[config.mk]
export PLATFORM = sky130hd
export DESIGN_NAME = pipe_hazard_ctrl
export DESIGN_NICKNAME = d
export VERILOG_FILES = /design/src/rtl/pipe_hazard_ctrl.sv
export SDC_FILE = /design/constraint.sdc
export NUM_CORES = 1
export LEC_CHECK = 0
export ABC_CLOCK_PERIOD_IN_PS = 4500
export CORE_MARGIN = 3
export CORE_UTILIZATION = 52
export DETAILED_ROUTE_END_ITERATION = 6
export PLACE_DENSITY = 0.87
export SLEW_MARGIN = 10
export SYNTH_ARGS = -nofsm -noshare
export SYNTH_HDL_FRONTEND = slang
export SYNTH_SLANG_ARGS = --single-unit
export TNS_END_PERCENT = 50
[constraint.sdc]
create_clock -name clock -period 4.5 [get_ports clock]
set_input_delay 0.45 -clock clock [delete_from_list [all_inputs] [get_ports clock]]
set_output_delay 0.45 -clock clock [all_outputs]
set_load 0.01 [all_outputs]
[src/rtl/pipe_hazard_ctrl.sv]
// Hazard controller for a 5-stage in-order pipeline.
// Tracks the destinations of in-flight instructions (EX, MEM, WB) to pick
// forwarding sources, inserts a one-cycle bubble on load-use and holds issue
// while a branch is outstanding. A taken branch gives a one-cycle flush.
module pipe_hazard_ctrl #(
    parameter int unsigned NREG = 32,
    parameter int unsigned CNTW = 16
) (
    input  logic                    clock,
    input  logic                    reset,
    input  logic                    id_valid,
    input  logic [$clog2(NREG)-1:0] id_rs,
    input  logic [$clog2(NREG)-1:0] id_rt,
    input  logic                    id_use_rs,
    input  logic                    id_use_rt,
    input  logic                    id_wr_en,
    input  logic [$clog2(NREG)-1:0] id_wr_reg,
    input  logic                    id_is_load,
    input  logic                    id_is_branch,
    input  logic                    br_resolve,
    input  logic                    br_taken,
    output logic                    issue,
    output logic                    stall,
    output logic                    flush,
    output logic [1:0]              fwd_rs,
    output logic [1:0]              fwd_rt,
    output logic [CNTW-1:0]         stall_cnt
);

    localparam int unsigned RegW = $clog2(NREG);

    typedef struct packed {
        logic            valid;
        logic            wr_en;
        logic [RegW-1:0] wr_reg;
        logic            is_load;
    } slot_t;

    typedef enum logic [1:0] {StRun, StBrWait, StFlush} state_e;

    slot_t         ex_q, mem_q, wb_q, ex_d;
    state_e        state_q, state_d;
    logic [CNTW-1:0] stall_cnt_q;
    logic          load_use;
    logic          active;

    // A slot only forwards to a source that is actually read and is not r0.
    function automatic logic slot_match(input slot_t s, input logic [RegW-1:0] src,
                                        input logic use_src);
        return s.valid & s.wr_en & (s.wr_reg == src) & (src != '0) & use_src;
    endfunction

    // Youngest producer wins.
    function automatic logic [1:0] fwd_sel(input slot_t ex, input slot_t mem, input slot_t wb,
                                           input logic [RegW-1:0] src, input logic use_src);
        if (slot_match(ex, src, use_src)) return 2'd1;
        if (slot_match(mem, src, use_src)) return 2'd2;
        if (slot_match(wb, src, use_src)) return 2'd3;
        return 2'd0;
    endfunction

    // Outputs are forced quiet while reset is held, since reset is asynchronous.
    assign active = id_valid & ~reset;

    // Hazard detection, issue/stall/flush, forwarding and FSM next state.
    always_comb begin
        state_d  = state_q;
        load_use = ex_q.is_load & (slot_match(ex_q, id_rs, id_use_rs) |
                                   slot_match(ex_q, id_rt, id_use_rt));
        stall    = active & (load_use | (state_q != StRun));
        issue    = active & ~stall;
        flush    = ~reset & (state_q == StFlush);
        fwd_rs   = 2'd0;
        fwd_rt   = 2'd0;
        if (active) begin
            fwd_rs = fwd_sel(ex_q, mem_q, wb_q, id_rs, id_use_rs);
            fwd_rt = fwd_sel(ex_q, mem_q, wb_q, id_rt, id_use_rt);
        end
        unique case (state_q)
            StRun: begin
                // A branch held by load-use only counts once it really issues.
                if (issue && id_is_branch) state_d = StBrWait;
            end
            StBrWait: begin
                if (br_resolve) state_d = br_taken ? StFlush : StRun;
            end
            StFlush: state_d = StRun;
            default: state_d = StRun;
        endcase
    end

    // EX slot takes the issuing instruction, or a bubble.
    always_comb begin
        ex_d = '0;
        if (issue) begin
            ex_d.valid   = 1'b1;
            ex_d.wr_en   = id_wr_en;
            ex_d.wr_reg  = id_wr_reg;
            ex_d.is_load = id_is_load;
        end
    end

    // Tracking pipe, FSM state and saturating stall counter.
    always_ff @(posedge clock or posedge reset) begin
        if (reset) begin
            ex_q        <= '0;
            mem_q       <= '0;
            wb_q        <= '0;
            state_q     <= StRun;
            stall_cnt_q <= '0;
        end else begin
            wb_q    <= mem_q;
            mem_q   <= ex_q;
            ex_q    <= ex_d;
            state_q <= state_d;
            if (stall && (stall_cnt_q != '1)) stall_cnt_q <= stall_cnt_q + CNTW'(1);
        end
    end

    assign stall_cnt = stall_cnt_q;

endmodule

Word level (Yosys, flattened, before mapping)
Index checks and enable logic that the tools add are counted.

Input port bits: 25. Memories: 0. Bits in latches: 0. Logic and storage cells: 98. Bits in read-only memories: 0. Output and inout bits: 23. Bits in registers: 40. RAM bits: 0.

Order comparisons: 0. Muxes and demuxes: 37. Equal/unequal tests: 11. Div/mod/pow operators: 0. Shifts and indexed selects: 0. Add/subtract/negate cells: 1. Multiply operators: 0. Reduce and logical (&&, ||, !) cells: 7. Bitwise operators: 30.

Operators by type and width (count): $mux 2 (17); $eq 5x5->1 (6); $and 1x1->1 (26); $mux 1 (18); $add 16x1->16 const B (1); $ne 16x16->1 const B (1); $reduce_bool 5->1 (2); $mux 8 (1); $ne 2x2->1 const B (2); $pmux 2 s2 (1); $eq 2x1->1 const B (1); $eq 2x2->1 const B (1); $logic_and 1x1->1 (2); $logic_not 2->1 (1); $not 1->1 (2); $or 1x1->1 (2); $reduce_and 2->1 (1); $reduce_bool 2->1 (1).

Longest topological paths before layout
Depth in word-level cells: 15. Mapped depth: 8. Depth with buffers taken out: 7.

Least setup slack after synthesis
OpenSTA, ideal clock, no wires.

Path type: input to register. From: input port reset. To: register stall_cnt_q[3], in the netlist stall_cnt[3]. Required time: 4.373 ns. Path buffers: 1. Path slack: 1.688 ns. Arrival time: 2.685 ns. Stages on the path: 7. Setup time: 0.127 ns. Cells stage by stage: inv_1 nand2_1 a311oi_1 o41a_1 buf_6 nand4_1 xnor2_1.

Word-level cells in the longest chain between the ends: 4.

RTL lines: start: declaration (RTL line 10) `input logic reset,`; $not 1->1 (RTL line 63) `assign active = id_valid & ~reset;`; $and 1x1->1 (RTL line 63); $and 1x1->1 (RTL line 70) `stall = active & (load_use | (state_q != StRun));`; $logic_and 1x1->1 (RTL line 116) `if (stall && (stall_cnt_q != '1)) stall_cnt_q <= stall_cnt_q + CNTW'(1);`; end signal: assignment (RTL line 116); end: declaration (RTL line 43) `logic [CNTW-1:0] stall_cnt_q;`.

Every way passes these cells. A chain may end at the register's enable or synchronous reset.

Worst setup path after layout
From: input port id_rt[1]. To: output port issue.

Word-level cells in the longest chain between the ends: 10. Elaborated cells between the ends (all ways): 11. Those cells by class: 1 x eq/ne; 9 x bitwise; 1 x reduce/logical.

RTL lines: start: declaration (RTL line 13) `input logic [$clog2(NREG)-1:0] id_rt,`; $eq 5x5->1 (RTL line 50) `return s.valid & s.wr_en & (s.wr_reg == src) & (src != '0) & use_src;`; $and 1x1->1 (RTL line 50); $and 1x1->1 (*) (2 in a row) (RTL line 50); $or 1x1->1 (*) (RTL line 68) `load_use = ex_q.is_load & (slot_match(ex_q, id_rs, id_use_rs) |`; $and 1x1->1 (*) (RTL line 68); $or 1x1->1 (*) (RTL line 70); $and 1x1->1 (*) (RTL line 70); $not 1->1 (*) (RTL line 71) `issue = active & ~stall;`; $and 1x1->1 (*) (RTL line 71); end: declaration (RTL line 22) `output logic issue,`.

Every way passes the cells marked *; elsewhere a longest branch is shown, timed or not.

==> results.ini <==
[timing]
worstMarginPinSlew_ps=653
finalHoldViolCount=0
slew_headroom=0.561
setup_viol=0
rsz0062_at_grt=false
final.min_clock_period_ps=3560
totalNegativeSetupSlack_ps=0
slew_viol_final=0
finClkSkew_ps=6.35
clock.fmax_mhz=281
period_share=0.792

[die]
die_area_um2=4460
floorplan.initialDensity=0.558
core_area_um2=3440
rows=21
pin_count=48
die_y_um=66.8
fp.dieW_um=66.8

[finish]
multi_input_comb_area_um2=900
regArea_um2=1000
drive_above_1_share=0.0558
nFillCells=236
syn2layout_area_growth_pct=31.8
finalNetCount=240
diodes=0

[route]
drt-initial-drc-count=84
wl_per_cell_um=16.2
dr_total_vias=1411
drt_wl_total_um=4230
remaining_drc_errors=0
ant_nets=0
first_pass_iters=4
vias_per_cell=5.41

[clock_network]
post_cts_resized=0
clock_sinks=40
htreeDepth=2
clockBufferDepth=2
clkLatencyLatePin_ps=280
postCtsSetupRepairBufs=0
clk_pin_slew_ps=70
cts_tree=done
cts_buffers=5
hold_buffers=0
clockRootBuffer=clkbuf_8

[synthesis]
ys.flop_type=dfrtp_1
ys_ff_latch=40
synth_nets=187
synth_cells=161
netlist_area_um2=1920
synth_area_per_cell_um2=11.9
synthArstFlopShare=1.00
synth_edf_count=0
synthDistinctLibCells=33
yosysWarnings=0
synth-seq-area-share=0.522

[pwr]
finalPower_uw=760
powerDensity_nw_per_um2=300
leakagePower_nw=1.02
peakVddDrop_uv=321

[placed_design]
place_congestion=0.862
portBuffers=47
hpwl_um=3170

[worst_setup_path]
path_buf_inv=2
worst_path_most_repeated_cell=clkdlybuf4s50_1
crit_slowest_cell=clkdlybuf4s50_1
slowest_delay_ps=620
cp_max_fo=9
critPathArrivalTime_ps=3110
crit_required_ps=4050
reg2reg_slack_ps=1980
path_delay_family=buffers and inverters
worst_setup_path_end_kind=output pin
path_cells=clkdlybuf4s50_1 -> or4_1 -> o21ai_2 -> nor4_1 -> o21a_1 -> nor4_4 -> clkdlybuf4s50_1
criticalPathCategory=in2out
cp-start-kind=input pin

[job]
max_cap_viol_count=0

[global_route]
grt_usage=0.218
antenna_found_initial=0
grt_pass1_wl_um=7080
first_global_vias=1477
grt_max_degree=42
gr-total-overflow=0

[outcome]
outcome=completed

[hold_path]
hold_class=reg2reg

-- worst reg2reg max path, stage by stage (launching register included) --
cell and delay, ps:
dfrtp_1 460, ha_1 300, and3_1 250, and2_1 170, a311oi_1 250, o41a_1 590, nand4_1 220, xnor2_1 180
-- synth_stat cells (all sizes together) (2+ instances only) --
library cell	number	area [um2]
o21ai	2	25.0
nor3	3	15.0
dfrtp	40	1000
xor2	7	61.3
and4	3	26.3
and3	5	31.3
nor2	3	11.3
and2	9	56.3
a21oi	3	15.0
nand2	5	18.8
nor4	5	52.6
or4	5	41.3
nand4	15	93.8
xnor2	38	333
nand3	4	20.0
-- state kept, by name, indices dropped and copies added, names as in the netlist --
register / cells
mem_q: 7
ex_q: 8
wb_q: 7
stall_cnt: 16
state_q: 2
-- area by class of cell --
class,instances,share of cell area
timing repair buffer,48,0.189
tap,46,0.0227
multi-input combinational,118,0.356
inverter,1,0.00148
clock buffer,8,0.0356
sequential,40,0.396
-- final timing paths --
| path | start | endpoint | cells after the start |
|---|---|---|---|
| max reg2reg | stall_cnt[0] | stall_cnt[14] | 7 |
| max in group asynchronous | reset | wb_q[4] | 3 |
| min in group asynchronous | reset | state_q[1] | 3 |
| min reg2reg | ex_q[7] | mem_q[7] | 0 |
| min | ex_q[7] | mem_q[7] | 0 |
| max | id_rt[1] | issue | 7 |
-- cell usage in the layout, fill, tap and decap left out, types with 2 or more instances in the layout --
master	synthesis	final
and4_1	3	3
nor3_1	3	3
nor2_1	3	3
nand3_1	4	4
dfrtp_1	40	40
clkbuf_8	0	6
nor4_1	3	3
clkdlybuf4s50_1	0	47
and3_1	5	5
clkbuf_1	1	2
a21oi_1	3	3
or4_1	4	4
xnor2_1	38	38
xor2_1	7	7
nand4_1	15	15
nand2_1	5	5
and2_1	9	9
-- layer usage --
metal  GRT usage  part of all wire
met1       0.278              0.44
met2       0.356              0.49
met3      0.0489             0.058
met4      0.0914             0.017
met5           0                 0
-- kinds of logic (layout without fill, tap and decap cells) --
family	count (synthesis)	in the layout	synth area share
AND/OR/NAND/NOR	62	62	0.212
XOR/XNOR	45	45	0.205
flip-flops	40	40	0.522
AO/OA/AOI/OAI	9	9	0.0391
buffers and inverters	3	57	0.00977
adder cells (fa/ha/maj)	1	1	0.00652
multiplexers	1	1	0.00587
-- through the flow --
step | util | setup slack, ps | instances | area [um2] | hold WS (ps)
after floorplan | - | 1690 | 161 | 1920 | 354
after CTS | 0.735 | 943 | 261 | 2530 | 371
after detailed placement | 0.709 | 956 | 253 | 2440 | 359
final | 0.735 | 937 | 261 | 2530 | 367
after global placement | 0.709 | 1020 | 253 | 2440 | 357
after global routing | 0.735 | 806 | 261 | 2530 | 374
-- report_power, final --
group / internal, mW / leakage [nW] / total, mW / switching [mW]
sequential: 0.379 / 0.545 / 0.408 / 0.0289
combinational: 0.0656 / 0.425 / 0.115 / 0.0497
clock: 0.125 / 0.0455 / 0.237 / 0.112
total: 0.569 / 1.02 / 0.760 / 0.190
Note: power is estimated with default switching activity, not from simulation.
